==> config.mk <==
export PLATFORM = sky130hd
export DESIGN_NAME = mem_arbiter_flat
export DESIGN_NICKNAME = d
export VERILOG_FILES = /design/src/rtl/mem_arbiter_if.sv /design/src/rtl/mem_arbiter.sv /design/src/flat_wrapper.sv
export SDC_FILE = /design/constraint.sdc
export NUM_CORES = 1
export LEC_CHECK = 0
export ABC_CLOCK_PERIOD_IN_PS = 1900
export CORE_AREA = 2 2 83 85
export DETAILED_ROUTE_END_ITERATION = 10
export DIE_AREA = 0 0 85 87
export MAX_ROUTING_LAYER = met4
export PLACE_DENSITY_LB_ADDON = 0.05
export SETUP_SLACK_MARGIN = 0.2
export SYNTH_ARGS = -nofsm -noshare
export SYNTH_HDL_FRONTEND = slang
export SYNTH_SLANG_ARGS = --single-unit
==> constraint.sdc <==
create_clock -name clk -period 1.9 [get_ports clk]
set_input_delay 0.38 -clock clk [delete_from_list [all_inputs] [get_ports clk]]
set_output_delay 0.38 -clock clk [all_outputs]
set_load 0.005 [all_outputs]
==> src/rtl/mem_arbiter_if.sv <==
// Arbiter bundle: I/D requester side, returned fill words, and the shared memory port.
// The arbiter attaches through the slave modport; requesters and the memory model use the master modport.
interface mem_arbiter_if #(parameter int WB = 3);
    logic          i_req;
    logic [15:0]   i_addr;
    logic          d_req;
    logic          d_wr;
    logic [15:0]   d_addr;
    logic [15:0]   d_wdata;
    logic          i_grant;
    logic          d_grant;
    logic          i_valid;
    logic          d_valid;
    logic          i_done;
    logic          d_done;
    logic [15:0]   fill_data;
    logic [WB-1:0] fill_word;
    logic          mem_en;
    logic          mem_wr;
    logic [15:0]   mem_addr;
    logic [15:0]   mem_wdata;
    logic [15:0]   mem_rdata;

    modport master (
        output i_req, i_addr, d_req, d_wr, d_addr, d_wdata, mem_rdata,
        input  i_grant, d_grant, i_valid, d_valid, i_done, d_done,
               fill_data, fill_word, mem_en, mem_wr, mem_addr, mem_wdata
    );

    modport slave (
        input  i_req, i_addr, d_req, d_wr, d_addr, d_wdata, mem_rdata,
        output i_grant, d_grant, i_valid, d_valid, i_done, d_done,
               fill_data, fill_word, mem_en, mem_wr, mem_addr, mem_wdata
    );
endinterface

==> src/rtl/mem_arbiter.sv <==
// Two-way memory arbiter: I-side block fills, D-side block fills or single-word writes.
// Grant one cycle after a sampled request, fill words LAT cycles after issue; losers just hold req.
module mem_arbiter #(
    parameter int LAT       = 4,
    parameter int BLK_WORDS = 8
) (
    input  logic         clk,
    input  logic         rst,
    mem_arbiter_if.slave bus
);
    localparam int WB = $clog2(BLK_WORDS);
    localparam int CW = $clog2(BLK_WORDS + LAT + 1);
    localparam logic [CW-1:0] ISSUE_END = CW'(BLK_WORDS);
    localparam logic [CW-1:0] RECV_BEG  = CW'(LAT);
    localparam logic [CW-1:0] DONE_CYC  = CW'(BLK_WORDS + LAT);

    typedef enum logic [1:0] {IDLE, FILL, WRITE} state_t;

    state_t        state;
    logic          owner_d;
    logic          last_d;
    logic [14-WB:0] blk_q;
    logic [CW-1:0] cyc;

    logic          take;
    logic          pick_d;
    logic          issue;
    logic          recv;
    logic          last;
    logic [CW-1:0] ridx;
    logic [14-WB:0] req_blk;
    logic          unused_bits;

    // cyc holds the owned-cycle number of the current FILL cycle; decisions below are for the next one
    always_comb begin
        take    = (state != FILL) || (cyc == DONE_CYC);
        pick_d  = bus.d_req && (!bus.i_req || !last_d);
        req_blk = pick_d ? bus.d_addr[15:WB+1] : bus.i_addr[15:WB+1];
        issue   = cyc < ISSUE_END;
        recv    = (cyc >= RECV_BEG) && (cyc < DONE_CYC);
        last    = cyc == (DONE_CYC - 1'b1);
        ridx    = cyc - RECV_BEG;
    end

    assign unused_bits   = ^{bus.i_addr[WB:0], bus.d_addr[0]};
    assign bus.fill_data = (bus.i_valid || bus.d_valid) ? bus.mem_rdata : '0;

    always_ff @(posedge clk) begin
        if (rst) begin
            state         <= IDLE;
            owner_d       <= 1'b0;
            last_d        <= 1'b0;
            blk_q         <= '0;
            cyc           <= '0;
            bus.i_grant   <= 1'b0;
            bus.d_grant   <= 1'b0;
            bus.i_valid   <= 1'b0;
            bus.d_valid   <= 1'b0;
            bus.i_done    <= 1'b0;
            bus.d_done    <= 1'b0;
            bus.fill_word <= '0;
            bus.mem_en    <= 1'b0;
            bus.mem_wr    <= 1'b0;
            bus.mem_addr  <= '0;
            bus.mem_wdata <= '0;
        end else if (take) begin
            state         <= IDLE;
            cyc           <= '0;
            bus.i_grant   <= 1'b0;
            bus.d_grant   <= 1'b0;
            bus.i_valid   <= 1'b0;
            bus.d_valid   <= 1'b0;
            bus.i_done    <= 1'b0;
            bus.d_done    <= 1'b0;
            bus.fill_word <= '0;
            bus.mem_en    <= 1'b0;
            bus.mem_wr    <= 1'b0;
            bus.mem_addr  <= '0;
            bus.mem_wdata <= '0;
            if (bus.i_req || bus.d_req) begin
                owner_d     <= pick_d;
                last_d      <= pick_d;
                bus.i_grant <= !pick_d;
                bus.d_grant <= pick_d;
                bus.mem_en  <= 1'b1;
                if (pick_d && bus.d_wr) begin
                    // a write completes in its single owned cycle
                    state         <= WRITE;
                    bus.mem_wr    <= 1'b1;
                    bus.mem_addr  <= {bus.d_addr[15:1], 1'b0};
                    bus.mem_wdata <= bus.d_wdata;
                    bus.d_done    <= 1'b1;
                end else begin
                    state        <= FILL;
                    cyc          <= CW'(1);
                    blk_q        <= req_blk;
                    bus.mem_addr <= {req_blk, {WB{1'b0}}, 1'b0};
                end
            end
        end else begin
            cyc           <= cyc + 1'b1;
            bus.mem_en    <= issue;
            bus.mem_addr  <= issue ? {blk_q, cyc[WB-1:0], 1'b0} : '0;
            bus.i_valid   <= recv && !owner_d;
            bus.d_valid   <= recv && owner_d;
            bus.fill_word <= recv ? ridx[WB-1:0] : '0;
            bus.i_done    <= last && !owner_d;
            bus.d_done    <= last && owner_d;
        end
    end
endmodule

==> src/flat_wrapper.sv <==
// flat-port wrapper written by rule: the top's interface ports become plain ports
module mem_arbiter_flat 
#(
    parameter int LAT       = 4,
    parameter int BLK_WORDS = 8
)
  (clk, rst, bus_i_req, bus_i_addr, bus_d_req, bus_d_wr, bus_d_addr, bus_d_wdata, bus_mem_rdata, bus_i_grant, bus_d_grant, bus_i_valid, bus_d_valid, bus_i_done, bus_d_done, bus_fill_data, bus_fill_word, bus_mem_en, bus_mem_wr, bus_mem_addr, bus_mem_wdata);
  mem_arbiter_if bus_i ();
  input  logic clk;
  input  logic rst;
  input wire logic [$bits(bus_i.i_req)-1:0] bus_i_req;
  input wire logic [$bits(bus_i.i_addr)-1:0] bus_i_addr;
  input wire logic [$bits(bus_i.d_req)-1:0] bus_d_req;
  input wire logic [$bits(bus_i.d_wr)-1:0] bus_d_wr;
  input wire logic [$bits(bus_i.d_addr)-1:0] bus_d_addr;
  input wire logic [$bits(bus_i.d_wdata)-1:0] bus_d_wdata;
  input wire logic [$bits(bus_i.mem_rdata)-1:0] bus_mem_rdata;
  output wire logic [$bits(bus_i.i_grant)-1:0] bus_i_grant;
  output wire logic [$bits(bus_i.d_grant)-1:0] bus_d_grant;
  output wire logic [$bits(bus_i.i_valid)-1:0] bus_i_valid;
  output wire logic [$bits(bus_i.d_valid)-1:0] bus_d_valid;
  output wire logic [$bits(bus_i.i_done)-1:0] bus_i_done;
  output wire logic [$bits(bus_i.d_done)-1:0] bus_d_done;
  output wire logic [$bits(bus_i.fill_data)-1:0] bus_fill_data;
  output wire logic [$bits(bus_i.fill_word)-1:0] bus_fill_word;
  output wire logic [$bits(bus_i.mem_en)-1:0] bus_mem_en;
  output wire logic [$bits(bus_i.mem_wr)-1:0] bus_mem_wr;
  output wire logic [$bits(bus_i.mem_addr)-1:0] bus_mem_addr;
  output wire logic [$bits(bus_i.mem_wdata)-1:0] bus_mem_wdata;
  assign bus_i.i_req = bus_i_req;
  assign bus_i.i_addr = bus_i_addr;
  assign bus_i.d_req = bus_d_req;
  assign bus_i.d_wr = bus_d_wr;
  assign bus_i.d_addr = bus_d_addr;
  assign bus_i.d_wdata = bus_d_wdata;
  assign bus_i.mem_rdata = bus_mem_rdata;
  assign bus_i_grant = bus_i.i_grant;
  assign bus_d_grant = bus_i.d_grant;
  assign bus_i_valid = bus_i.i_valid;
  assign bus_d_valid = bus_i.d_valid;
  assign bus_i_done = bus_i.i_done;
  assign bus_d_done = bus_i.d_done;
  assign bus_fill_data = bus_i.fill_data;
  assign bus_fill_word = bus_i.fill_word;
  assign bus_mem_en = bus_i.mem_en;
  assign bus_mem_wr = bus_i.mem_wr;
  assign bus_mem_addr = bus_i.mem_addr;
  assign bus_mem_wdata = bus_i.mem_wdata;
  mem_arbiter #(.LAT(LAT), .BLK_WORDS(BLK_WORDS)) u_core (.clk(clk), .rst(rst), .bus(bus_i));
endmodule
==> run_results.csv <==
group,metric,value,unit
synthesis,ys_ff_latch,60,
global_routing,grtUsageTotal,17.62,%
synthesis,synth_cell_types,36,
floorplan,rows,30,
synthesis,syn_inst,251,
setup_path,crit_start,"u_core.cyc[2]",
routing,antenna_left,0,
placement,gp_congestion,0.6713,
routing,drt_iter0_drc,53,
power_and_ir_drop,clkPwrFrac,33.5,%
sta,skew,8.039,ps
sta,slew_viol_final,0,
clocking,cts_tree,"done",
synthesis,async_flop_share,0,%
routing,drt-total-wl,6.491,mm
synthesis,avgSynthCellArea,10.16,um^2
setup_path,worst_ep_required_time,2150,ps
placement,dp_hpwl,4.346,mm
floorplan,die_h,87,um
synthesis,synth_nets,325,
clocking,insertion_delay,340,ps
setup_path,cp-start-kind,"register",
power_and_ir_drop,power_frac_comb,21.3,%
floorplan,ios,128,
cells_and_area,fillers,547,
clocking,h-tree-depth,3,
outcome,outcome,"finished, final reports clean",
synthesis,synth_flop_cell,"dfxtp_1",
global_routing,grt_first_pass_wirelength,9.867,mm
setup_path,crit_arrival,1920,ps
floorplan,start_util,38.82,%
cells_and_area,drive_above_1_share,18.77,%
global_routing,grt_overflow_total,0,
power_and_ir_drop,p_seq_share,45.2,%
cells_and_area,seqCellArea,1212,um^2
power_and_ir_drop,vdd_drop_max,0.0004210,V
routing,wl_per_cell,13.84,um
cells_and_area,multiInputGateArea,1187,um^2
synthesis,synth_common_cells,"dfxtp_1 (60), nor2_1 (36), a22oi_1 (17)",
power_and_ir_drop,intPower,2.199,mW
clocking,numCtsBuffers,9,
cells_and_area,area_delta_synth_final,63.89,%
clocking,clk_pin_slew_worst_paths,80,ps
cells_and_area,fin_nets,458,
setup_path,critPathKind,"register to register",
floorplan,die-area,7395,um^2
sta,finalSetupViolCount,0,
hold_path,holdPathStages,2,
sta,hold_viol,0,
synthesis,synth_top_cell_area_share,47.11,%
sta,period_needed,1662,ps
floorplan,fp.dieW,85,um
placement,placed_cell_area,3862,um^2
hold_path,hold_start,"u_core.bus.d_grant",
clocking,cts.sinks,60,
setup_path,reg2reg_depth,6,
global_routing,antenna_found_initial,0,
power_and_ir_drop,switchingPower,856.6,uW
power_and_ir_drop,p_leak,1.639,nW
global_routing,grt_max_degree,36,
cells_and_area,finalCoreUtilization,63.62,%
clocking,clockBufferDepth,2,
sta,max_freq,601.6,MHz
synthesis,seq_area_frac_synth,47.11,%
cells_and_area,final_area,4179,um^2
clocking,cts-root-buf,"clkbuf_8",
cells_and_area,insertedDiodeCount,0,
routing,drc,0,
job,cap_violations,0,
setup_path,timing.rr.start,"u_core.cyc[2]",
synthesis,synth_most_common_cell,"dfxtp_1",
placement,port_buffers,121,
sta,period_share,87.48,%
power_and_ir_drop,swShare,28.04,%
routing,dr.pass1.iters,5,
setup_path,crit_fanout,6,
global_routing,grt_pass1_vias,2054,
placement,dp_slack,-109.0,ps
power_and_ir_drop,power.density,731.1,nW/um^2
sta,rsz0062_at_grt,"yes",
synthesis,syn_area,2550,um^2
hold_path,hp-class,"register to register",
synthesis,synth-edff-count,0,
synthesis,yosys_warnings,0,
sta,setup_ws,237.8,ps
floorplan,core_region_area,6569,um^2
routing,vias,2264,
synthesis,yosys.area.top_type,"dfxtp_1",
routing,via_per_inst,4.827,
setup_path,end_kind,"register",
synthesis,synthTopCellsByArea,"dfxtp_1 (47%), o32ai_2 (6.4%), nor2_1 (5.3%)",
## stage by stage
| stage | std cells | setup TNS (ps) | hold WS, ps | power, mW |
|---|---|---|---|---|
| global route | 469 | 0 | 478.6 | 3.220 |
| global placement | 444 | -964.5 | 448.4 | 2.008 |
| detailed placement | 444 | -1678 | 452.4 | 2.018 |
| CTS | 462 | 0 | 463.3 | 3.043 |
| floorplan | 251 | 0 | 448.2 | 1.723 |
| finish | 469 | 0 | 460.0 | 3.055 |
## power groups by stage
stage               Clock, mW  Sequential [mW]  Combinational (mW)
detailed placement          0             1.41               0.606
CTS                      1.05             1.38               0.609
global placement            0             1.41               0.599
floorplan                   0             1.41               0.317
global route             1.12             1.39               0.710
finish                   1.02             1.38               0.651
## worst paths after layout
path                              to  slack (ps)
setup / recovery     u_core.blk_q[5]         240
setup reg to reg     u_core.blk_q[5]         240
hold reg to reg   u_core.bus.d_grant         460
hold / removal    u_core.bus.d_grant         460
## metal layers
layer	share of wire [%]	track usage (%)	vias to the layer above	wire, um
li1	-	-	1144	-
met1	42	20.51	1047	2722
met2	51	28.05	66	3286
met3	5.8	6.256	7	375
met4	1.6	6.638	0	107
met5	0	-	-	0
## placed cells by master, fill, tap and decap left out, types with 3 or more instances in the layout
master             n
clkinvlp_4         4
clkdlybuf4s50_1  103
nor2b_1           16
a211oi_2           6
dfxtp_2            6
nor2_1            35
buf_4             15
nor4_1             5
a22oi_1           17
a211oi_1           6
o32ai_2           10
ha_1               3
buf_12             4
mux2i_1           12
dlygate4sd2_1     16
a21oi_1            7
clkbuf_8           9
nand2_1            8
nand3_1            4
inv_1             15
dfxtp_1           53
## sequential cells by signal, indices dropped and copies added (netlist names)
signal / flops
u_core.cyc: 4
u_core.bus.i_done: 1
u_core.bus.mem_wdata: 16
u_core.bus.mem_en: 1
u_core.bus.i_valid: 1
u_core.bus.d_done: 1
u_core.blk_q: 12
u_core.bus.d_valid: 1
u_core.bus.fill_word: 3
u_core.bus.i_grant: 1
u_core.bus.d_grant: 1
u_core.state: 2
u_core.owner_d: 1
u_core.bus.mem_addr: 15
## cells by family after synthesis
group           count (synthesis)  synth area share [%]
simple gates                   80                 15.75
xor+xnor                        2                0.6871
flops                          60                 47.10
fa+ha+maj                       5                 2.453
buf+inv                        37                 7.409
compound gates                 54                 21.74
mux                            12                 4.711
other cells                     1                0.1471
## area by class of cell
class	instances	share of cell area (%)
clock inverter	7	1.257
clock buffer	9	2.964
sequential	60	29.01
tap	80	2.395
inverter	16	1.437
timing repair buffer	143	34.52
multi-input combinational	154	28.41
## critical path, cell delays in order (launching register included)
cell and delay (ps):
dfxtp_4 370, ha_2 200, nand2_4 90, a221oi_4 440
clkbuf_16 230, nor2_1 50, a211oi_2 200
## what timing repair did
item	CTS	global route
hold buffers	0	0
gates cloned	0	2
gates resized for setup	21	12
endpoints found under the hold margin	0	0
buffers inserted	2	5
setup endpoints to repair	30	44
pin swaps	1	1
(Power assumes the default switching activity.)
